===== config.mk =====
export PLATFORM = sky130hd
export DESIGN_NAME = reservation_station
export DESIGN_NICKNAME = d
export VERILOG_FILES = /design/src/rtl/global_variables.sv /design/src/rtl/structures.sv /design/src/rtl/age_matrix.sv /design/src/rtl/reservation_station.sv
export SDC_FILE = /design/constraint.sdc
export NUM_CORES = 2
export LEC_CHECK = 0
export ABC_AREA = 1
export BUFFER_PORTS_ARGS = -buffer_cell sky130_fd_sc_hd__buf_2
export CORE_ASPECT_RATIO = 1.25
export CORE_MARGIN = 8
export CORE_UTILIZATION = 30
export DETAILED_ROUTE_END_ITERATION = 16
export HOLD_SLACK_MARGIN = 0.05
export PLACE_DENSITY = 0.46
export SLEW_MARGIN = 20
export SYNTH_ARGS = -nofsm -noshare
export SYNTH_HDL_FRONTEND = slang
export SYNTH_SLANG_ARGS = --single-unit

===== constraint.sdc =====
create_clock -name clock -period 6.03 [get_ports clock]
set_input_delay 0.3015 -clock clock [delete_from_list [all_inputs] [get_ports clock]]
set_output_delay 0.3015 -clock clock [all_outputs]
set_load 0.01 [all_outputs]

===== src/rtl/global_variables.sv =====
// Core-wide widths shared by every pipeline block.
package global_variables;
    localparam int XLEN  = 32;
    localparam int TAG_W = 6;
endpackage


===== src/rtl/structures.sv =====
// Reservation-station entry types and the CDB wake-up helpers shared by slots and dispatch.
package structures;
    import global_variables::*;

    typedef struct packed {
        logic [XLEN-1:0]  value;
        logic [TAG_W-1:0] tag;
        logic             valid;
    } operand_t;

    typedef struct packed {
        logic [7:0]       instr_name;
        logic [XLEN-1:0]  address;
        logic [XLEN-1:0]  immediate;
        logic [TAG_W-1:0] rd_tag;
        logic [3:0]       flags;
        operand_t         src_1;
        operand_t         src_2;
    } rs_entry_t;

    // CDB port 0 is checked first so it wins when both ports carry the same tag.
    function automatic operand_t snoop_operand(
        input operand_t                    op,
        input logic [1:0]                  cdb_valid,
        input logic [1:0][TAG_W-1:0]       cdb_tag,
        input logic [1:0][XLEN-1:0]        cdb_result
    );
        operand_t res;
        res = op;
        if (!op.valid) begin
            if (cdb_valid[0] && cdb_tag[0] == op.tag) begin
                res.value = cdb_result[0];
                res.valid = 1'b1;
            end else if (cdb_valid[1] && cdb_tag[1] == op.tag) begin
                res.value = cdb_result[1];
                res.valid = 1'b1;
            end
        end
        return res;
    endfunction

    function automatic rs_entry_t snoop_entry(
        input rs_entry_t                   e,
        input logic [1:0]                  cdb_valid,
        input logic [1:0][TAG_W-1:0]       cdb_tag,
        input logic [1:0][XLEN-1:0]        cdb_result
    );
        rs_entry_t res;
        res       = e;
        res.src_1 = snoop_operand(e.src_1, cdb_valid, cdb_tag, cdb_result);
        res.src_2 = snoop_operand(e.src_2, cdb_valid, cdb_tag, cdb_result);
        return res;
    endfunction
endpackage


===== src/rtl/age_matrix.sv =====
// Relative-age tracking between slots and one-hot grant of the oldest ready slot.
module age_matrix #(
    parameter int DEPTH = 8
) (
    input  logic             clock,
    input  logic             reset,
    input  logic             flush,
    input  logic [DEPTH-1:0] alloc_0,
    input  logic [DEPTH-1:0] alloc_1,
    input  logic [DEPTH-1:0] free,
    input  logic [DEPTH-1:0] ready,
    output logic [DEPTH-1:0] grant
);
    // older_q[i][j] set means slot i was allocated before slot j.
    logic [DEPTH-1:0][DEPTH-1:0] older_q, older_d;
    logic                        blocked;

    always_comb begin
        older_d = older_q;
        for (int i = 0; i < DEPTH; i++) begin
            if (free[i]) older_d[i] = '0;
        end
        // Port 0 is applied before port 1 so a same-cycle pair ends up port 0 older.
        for (int i = 0; i < DEPTH; i++) begin
            if (alloc_0[i]) begin
                older_d[i] = '0;
                for (int j = 0; j < DEPTH; j++) begin
                    if (j != i) older_d[j][i] = 1'b1;
                end
            end
        end
        for (int i = 0; i < DEPTH; i++) begin
            if (alloc_1[i]) begin
                older_d[i] = '0;
                for (int j = 0; j < DEPTH; j++) begin
                    if (j != i) older_d[j][i] = 1'b1;
                end
            end
        end
        if (flush) older_d = '0;
    end

    always_comb begin
        grant   = '0;
        blocked = 1'b0;
        for (int i = 0; i < DEPTH; i++) begin
            blocked = 1'b0;
            for (int j = 0; j < DEPTH; j++) begin
                if (ready[j] && older_q[j][i]) blocked = 1'b1;
            end
            grant[i] = ready[i] && !blocked;
        end
    end

    always_ff @(posedge clock or negedge reset) begin
        if (!reset) older_q <= '0;
        else        older_q <= older_d;
    end
endmodule


===== src/rtl/reservation_station.sv =====
// Dual-issue reservation station with CDB wake-up and an oldest-first registered dispatch port.
module reservation_station
    import structures::*;
#(
    parameter int XLEN  = 32,
    parameter int DEPTH = 8,
    parameter int TAG_W = 6
) (
    input  logic                  clock,
    input  logic                  reset,
    input  logic                  flush,
    input  logic [1:0]            issue_valid,
    input  rs_entry_t [1:0]       issue_entry,
    input  logic [1:0]            cdb_valid,
    input  logic [1:0][TAG_W-1:0] cdb_tag,
    input  logic [1:0][XLEN-1:0]  cdb_result,
    output logic                  full,
    output logic                  disp_valid,
    input  logic                  disp_ready,
    output rs_entry_t             disp_entry
);
    rs_entry_t [DEPTH-1:0] slot_q, slot_d;
    logic [DEPTH-1:0]      valid_q, valid_d;
    logic                  full_q, full_d;
    logic                  disp_valid_q, disp_valid_d;
    rs_entry_t             disp_entry_q, disp_entry_d;

    logic [DEPTH-1:0] free_slots, lowest_free, rest_free, second_free;
    logic [DEPTH-1:0] alloc_0, alloc_1, ready, grant, dispatched;
    logic             accept, fire;

    // Issue targets only slots empty before this edge; a clear full flag guarantees two of them.
    always_comb begin
        free_slots  = ~valid_q;
        lowest_free = free_slots & (~free_slots + DEPTH'(1));
        rest_free   = free_slots & ~lowest_free;
        second_free = rest_free & (~rest_free + DEPTH'(1));
        accept      = ~full_q;
        alloc_0     = (issue_valid[0] && accept) ? lowest_free : '0;
        alloc_1     = '0;
        if (issue_valid[1] && accept) alloc_1 = issue_valid[0] ? second_free : lowest_free;
    end

    always_comb begin
        for (int i = 0; i < DEPTH; i++) begin
            ready[i] = valid_q[i] && slot_q[i].src_1.valid && slot_q[i].src_2.valid;
        end
        fire       = (!disp_valid_q || disp_ready) && (|grant);
        dispatched = fire ? grant : '0;
    end

    age_matrix #(.DEPTH(DEPTH)) u_age_matrix (
        .clock   (clock),
        .reset   (reset),
        .flush   (flush),
        .alloc_0 (alloc_0),
        .alloc_1 (alloc_1),
        .free    (dispatched),
        .ready   (ready),
        .grant   (grant)
    );

    always_comb begin
        slot_d       = slot_q;
        valid_d      = (valid_q & ~dispatched) | alloc_0 | alloc_1;
        disp_entry_d = disp_entry_q;
        disp_valid_d = disp_valid_q && !disp_ready;
        for (int i = 0; i < DEPTH; i++) begin
            slot_d[i] = snoop_entry(slot_q[i], cdb_valid, cdb_tag, cdb_result);
            if (alloc_0[i]) slot_d[i] = snoop_entry(issue_entry[0], cdb_valid, cdb_tag, cdb_result);
            if (alloc_1[i]) slot_d[i] = snoop_entry(issue_entry[1], cdb_valid, cdb_tag, cdb_result);
        end
        if (fire) begin
            for (int i = 0; i < DEPTH; i++) begin
                if (grant[i]) disp_entry_d = slot_q[i];
            end
            disp_valid_d = 1'b1;
        end else if (disp_valid_q) begin
            disp_entry_d = snoop_entry(disp_entry_q, cdb_valid, cdb_tag, cdb_result);
        end
        if (flush) begin
            valid_d      = '0;
            disp_valid_d = 1'b0;
        end
        full_d = ($countones(~valid_d) < 2);
    end

    always_ff @(posedge clock or negedge reset) begin
        if (!reset) begin
            slot_q       <= '0;
            valid_q      <= '0;
            full_q       <= 1'b0;
            disp_valid_q <= 1'b0;
            disp_entry_q <= '0;
        end else begin
            slot_q       <= slot_d;
            valid_q      <= valid_d;
            full_q       <= full_d;
            disp_valid_q <= disp_valid_d;
            disp_entry_q <= disp_entry_d;
        end
    end

    assign full       = full_q;
    assign disp_valid = disp_valid_q;
    assign disp_entry = disp_entry_q;
endmodule


# After elaboration in Yosys (flattened, before gate mapping)
# Index checks and enable logic that the tools add are counted.
# classes
bitwise	13
muxes	362
eq_ne	63
addsub	9
magnitude_cmp	1
reduce_logical	260
# ops
operator	n
two-way mux 160 bit	25
two-way mux 32 bit	66
nonzero test 6 bit	56
== test 6 bit	44
two-way mux 1 bit	240
two-way mux 8 bit	25
logical AND 1 bit	136
nonzero test 4 bit	24
two-way mux 78 bit	1
two-way mux 64 bit	1
inequality test 3 x 1 -> 1 bit, second input constant	16
NOT 8 bit	6
two-way mux 9 bit	4
AND reduction 2 bit	18
bitwise AND 8 bit	4
nonzero test 2 bit	9
adder 8 x 1 -> 8 bit, second input constant	2
OR 8 bit	2
logical NOT 1 bit	10
inequality test 9 bit, second input constant	1
adder 1 x 1 -> 2 bit	4
AND reduction 4 bit	2
nonzero test 8 bit	1
OR reduction 8 bit	1
other kinds (7)	10
# totals
output_inout_bits	162
regBits	1514
word_cells	874
in_bits	404

# Logic depth before layout (Yosys ltp)
# logic_depth
depth_word	26
mapped_depth	25
ltp_nobuf	23

# Modules after synthesis
# From an unflattened synthesis, not the netlist that was laid out.
# hier_totals
hier_cells	14395
hier_area_um2	98766.0
# by_module_without_submodules
mod	area_per_inst_um2	instances	cells_per_inst	seq_area_each_um2
reservation_station	95395.2	1	13919	36284.8
age_matrix	3370.7	1	476	1401.3

# Worst setup path before layout
# Ideal clock, no wire load.
# synth_timing
path_type	register to register
from	register valid_q[5]
to	register full_q (netlist: full)
path_slack_ns	1.757
setup_ns	0.072
n_path_buf	3
period_less_slack_ns	4.273
required_time_ns	5.958
t_arrival_ns	4.201
path_stages_with_launch	26
path_cell_list	dfrtp_1 buf_4 nand2_1 nor2_2 nand2_1 nand2_1 nor2_4 nand2_1 nand2_1 nor2_1 nand2_4 nand2_4 buf_6 buf_6 nor2_2 o31ai_1 fa_1 inv_1 fa_1 fa_1 inv_1 nor2_1 fa_1 xnor2_1 nand3_1 nor2_1
# synth_between
elab_chain_cells	21
elab_cells_between_ends	79
cone_classes	add/sub (9); order compare (1); mux (29); bitwise (12); reduce/logical (28)
# synth_lines
item	line	text
start: declaration	reservation_station.sv:23	logic [DEPTH-1:0] valid_q, valid_d;
start signal: assignment	reservation_station.sv:97	valid_q <= valid_d;
logical AND 1 bit (*) (2 in series)	reservation_station.sv:46	ready[i] = valid_q[i] && slot_q[i].src_1.valid && slot_q[i].src_2.valid;
logical AND 1 bit	age_matrix.sv:49	if (ready[j] && older_q[j][i]) blocked = 1'b1;
two-way mux 1 bit (3 in series)	age_matrix.sv:49	
logical NOT 1 bit	age_matrix.sv:51	grant[i] = ready[i] && !blocked;
logical AND 1 bit	age_matrix.sv:51	
OR reduction 8 bit	reservation_station.sv:48	fire = (!disp_valid_q || disp_ready) && (|grant);
logical AND 1 bit	reservation_station.sv:48	
two-way mux 8 bit (*)	reservation_station.sv:49	dispatched = fire ? grant : '0;
[... 4 more ...]	n/a	
two-way mux 8 bit (*)	reservation_station.sv:81	if (flush) begin
via valid_d[0]	reservation_station.sv:23	
NOT 8 bit (*)	reservation_station.sv:85	full_d = ($countones(~valid_d) < 2);
adder 1 x 1 -> 2 bit (not written as such) (*)	reservation_station.sv:85	
adder 2 x 2 -> 3 bit (not written as such) (*)	reservation_station.sv:85	
adder 3 x 3 -> 4 bit (not written as such) (*)	reservation_station.sv:85	
< comparator 4 x 2 -> 1 bit (*)	reservation_station.sv:85	
via full_d	reservation_station.sv:24	logic full_q, full_d;
end signal: assignment	reservation_station.sv:98	full_q <= full_d;
end: declaration	reservation_station.sv:24	
# The timed path passes the listed nets; every way through them passes the cells marked *.
# A chain may end at the register's enable or synchronous reset.

# Final worst setup path
# layout_timing
from	register valid_q[6]
to	register full_q (netlist: full)
# layout_between
elab_chain_cells	20
elab_cells_between_ends	71
cone_classes	add/sub (9); order compare (1); mux (21); bitwise (12); reduce/logical (28)
# layout_lines
item	line
logical AND 1 bit (*) (2 in series)	reservation_station.sv:46
logical AND 1 bit	age_matrix.sv:49
two-way mux 1 bit (2 in series)	age_matrix.sv:49
logical NOT 1 bit	age_matrix.sv:51
logical AND 1 bit	age_matrix.sv:51
OR reduction 8 bit	reservation_station.sv:48
logical AND 1 bit	reservation_station.sv:48
two-way mux 8 bit (*)	reservation_station.sv:49
[... 4 more ...]	n/a
two-way mux 8 bit (*)	reservation_station.sv:81
via valid_d[0]	reservation_station.sv:23
NOT 8 bit (*)	reservation_station.sv:85
adder 1 x 1 -> 2 bit (not written as such) (*)	reservation_station.sv:85
adder 2 x 2 -> 3 bit (not written as such) (*)	reservation_station.sv:85
adder 3 x 3 -> 4 bit (not written as such) (*)	reservation_station.sv:85
< comparator 4 x 2 -> 1 bit (*)	reservation_station.sv:85
via full_d	reservation_station.sv:24
# Marks and branches as above.

==> summary.txt <==
Comb pwr share: 39.6%
# port buffers: 565
Clk network pwr share: 24.9%
Reg2Reg Depth: 21
Die height: 651 um
Critical path's top delay family: simple AND/OR/NAND/NOR gates
Final slew viol count: 0
Worst Hold Path Cells: 7
Slowest CP cell: fa_1
Fill cell count: 35,100
Clock Skew: 0.0681 ns
Area delta synth->final: 16.8%
RSZ-0062 raised after global routing: no
Worst Path Buf+Inv: 2
Detailed-route DRC error count: 0
Initial DRC Count: 15,800
Hold path startpoint: issue_entry[230]
DRT Wirelength: 606,000 um
Initial antenna violation count: 103
Die area: 0.341 sq mm
Status: finished, final reports clean
Crit path max fanout: 40
NetSw: 20,700 uW
Initial core utilization: 30.1%
MaxCap Viol Count: 0
CTS Buffer Depth: 4
Library cells used by synthesis: 52
Synth top area cells: dfrtp_1, nand2_1, nand3_1, o221ai_1, o21ai_0
Worst slew pin tran: 1.28 ns
Hold endpoint: slot_q[870]
I/O pins: 566
Drt first pass iters: 7
#FFs+latches synth: 1,506
Cell area power density: 422 mW/mm^2
CP Capture Type: register
Detailed placement HPWL: 352,000 um
Cell Chain, Critical Path: nand2_1 -> nor2_2 -> nand2_1 -> nor2_1 -> nand2_8 -> nand2_4 -> nor2_2 -> nand2_4 -> nand2_8 -> nor2_2 -> o31ai_1 -> fa_1 -> inv_1 -> fa_1 -> fa_1 -> inv_1 -> nor2_1 -> fa_1 -> xnor2_1 -> nand3_1 -> nor2_1
Worst setup startpoint: valid_q[6]
Cell row count: 233
# clock sinks: 1,506
Period Utilization, post-route: 87.9%
Hold Fails Final Rpt: 0
Clock-pin slew on the worst setup and hold paths: 0.07 ns
Setup Fix Bufs, Post-CTS: 0
CP required: 6.83 ns
Crit path top cell by count: fa_1
Post-synthesis sequential area ratio: 38.9%
Ratio of cells with drive above 1 in the final layout: 9.01%
Vias per inst: 6.10
Total number of yosys warnings: 0
Syn_nets: 14,600
Pleak: 0.0539 uW
Fin Setup TNS: 0 ns
Wire length per cell: 32.2 um
Placed Area: 0.103 sq mm
Post-synth top area cell: dfrtp_1
Clock latency on the worst-skew pair: 0.90 ns
Reg2reg start: valid_q[6]
Crit path DAT: 6.11 ns
Avg Inst Size Synth: 6.82 sq um
Hold Path Class: primary input to register
R2R setup slack: 0.73 ns
Flop pwr share: 35.5%
CTS tree: done
Global Route Usage Sum: 33.9%
Remaining antenna violation count: 0
Largest net degree at the start of global routing: 142
Final setup viols: 0
CP max stage delay: 0.57 ns
Root buf cell: clkbuf_16
Relative slew slack: 14.3%
P_int: 27,000 uW
Gpl congestion: 0.930
Core Region: 0.322 sq mm
Vias in the first global route: 110,000
Mapped Cells: 14,200
Startpoint Class: register
Fmax: 0.189 GHz
Switch share: 43.5%
WS Path Type: register to register
Worst VDD drop: 325 uV
Final instance area: 0.113 sq mm
First-pass GRT wire length: 843,000 um
Tot Pwr: 47,700 uW
CTS buffer count: 192
H-tree depth: 4
Netlist Area Pre-Place: 0.0968 sq mm
NumNets Final: 14,800
Core Util, Final: 35.2%
Vias: 115,000
Post-synth EDFFs: 0
Synth top area share: 38.9%
GRT overflow: 0
Ys flop type: dfrtp_1
DIE WIDTH: 524 um
Final min period: 5.30 ns
Async S/R FF share, synth: 100%
Reg2Reg Capture Point: full
Min Hold Slack: 0.0656 ns
through the flow:
step                setup slack (ns)  std cells
floorplan                       1.76      14200
global placement               0.779      18000
detailed placement             0.762      18000
CTS                            0.735      18800
global route                   0.433      18800
finish                         0.727      18800
cells by family (layout without fill, tap and decap cells):
group,count (synthesis),in the layout,share of synthesized area (%)
AO/OA/AOI/OAI,3341,3341,21.3
XOR/XNOR,59,59,0.534
adder cells (fa/ha/maj),6,6,0.109
buffers and inverters,2116,2469,8.75
flip-flops,1506,1506,38.9
other,0,57,0
AND/OR/NAND/NOR,7157,7157,30.3
sequential cells by signal, indices dropped and copies added, names as in the netlist:
name,count
u_age_matrix.older_q,56
slot_q,1280
disp_entry,160
full,1
valid_q,8
disp_valid,1
synthesized netlist by cell type (all sizes together), types with 16 or more instances:
| library cell | instances |
|---|---|
| nand2 | 4472 |
| nand3 | 1507 |
| dfrtp | 1506 |
| o21ai | 1264 |
| nor2 | 1007 |
| inv | 879 |
| a21oi | 805 |
| clkbuf | 755 |
| o221ai | 741 |
| buf | 455 |
| o211ai | 223 |
| o22ai | 174 |
| nand4 | 88 |
| a31oi | 78 |
| nor3 | 69 |
| xor2 | 37 |
| clkinv | 27 |
| xnor2 | 22 |
| a211oi | 16 |
| a22oi | 16 |
| o2111ai | 16 |
layout make-up:
| type | instances | area (sq um) | share of cell area (%) |
|---|---|---|---|
| Clock buffer | 289 | 5590 | 4.94 |
| Antenna cell | 57 | 143 | 0.126 |
| Sequential cell | 1506 | 37700 | 33.3 |
| Timing Repair Buffer | 1228 | 9200 | 8.14 |
| Tap cell | 4230 | 5290 | 4.68 |
| Multi-Input combinational cell | 10600 | 51100 | 45.2 |
| Inverter | 906 | 3500 | 3.09 |
| Clock inverter | 46 | 562 | 0.497 |
what timing repair did:
| action | CTS | global route |
|---|---|---|
| hold buffers | 391 | 0 |
| gates resized for setup | 0 | 0 |
| hold endpoints to repair | 1447 | 0 |
power by group through the flow:
stage	Sequential, uW	Combinational [uW]	Clock, uW
6_report	16900	18900	11900
5_1_grt	17300	20400	12300
4_1_cts	16800	18400	12000
3_5_place_dp	16900	17900	0
3_3_place_gp	16900	17800	0
2_1_floorplan	16200	11000	0
worst max-delay path by stage:
stage | to | slack, ns | depth (start not counted)
floorplan | full | 1.76 | 25
CTS | full | 0.73 | 21
finish | full | 0.73 | 21
global placement | full | 0.78 | 21
detailed placement | full | 0.76 | 21
global route | full | 0.43 | 21
cells in the final DEF, fill, tap and decap left out, types with 29 or more instances in the layout:
cell type / instances
inv_2: 29
inv_1: 823
buf_4: 241
o21ai_0: 1125
clkbuf_1: 55
clkbuf_16: 192
dlygate4sd3_1: 390
buf_12: 32
a21oi_1: 800
o211ai_1: 223
clkbuf_8: 42
xor2_1: 37
buf_2: 564
a31oi_1: 78
dfrtp_1: 1506
diode_2: 57
nand4_1: 87
clkinv_2: 35
o22ai_1: 174
nand3_1: 1502
nor3_1: 61
o221ai_1: 741
o21ai_1: 119
nor2_1: 968
nand2_1: 4423
worst reg2reg max path: stages, from the launching register on:
cell     delay (ns)
dfrtp_1        0.54
nand2_1        0.11
nor2_2         0.33
nand2_1        0.11
nor2_1         0.30
nand2_8        0.30
nand2_4        0.16
nor2_2         0.07
nand2_4        0.09
nand2_8        0.20
nor2_2         0.36
o31ai_1        0.17
fa_1           0.57
inv_1          0.06
fa_1           0.52
fa_1           0.43
inv_1          0.07
nor2_1         0.05
fa_1           0.43
xnor2_1        0.14
nand3_1        0.09
nor2_1         0.10
layer usage:
metal / global-route usage [%] / vias up / wire, um
li1: - / 48500 / -
met1: 41.5 / 55900 / 227000
met2: 51.1 / 8055 / 258000
met3: 10.6 / 2306 / 73200
met4: 22.2 / 50 / 48400
met5: 0 / - / 320
Power figures use the tool's default switching activity.
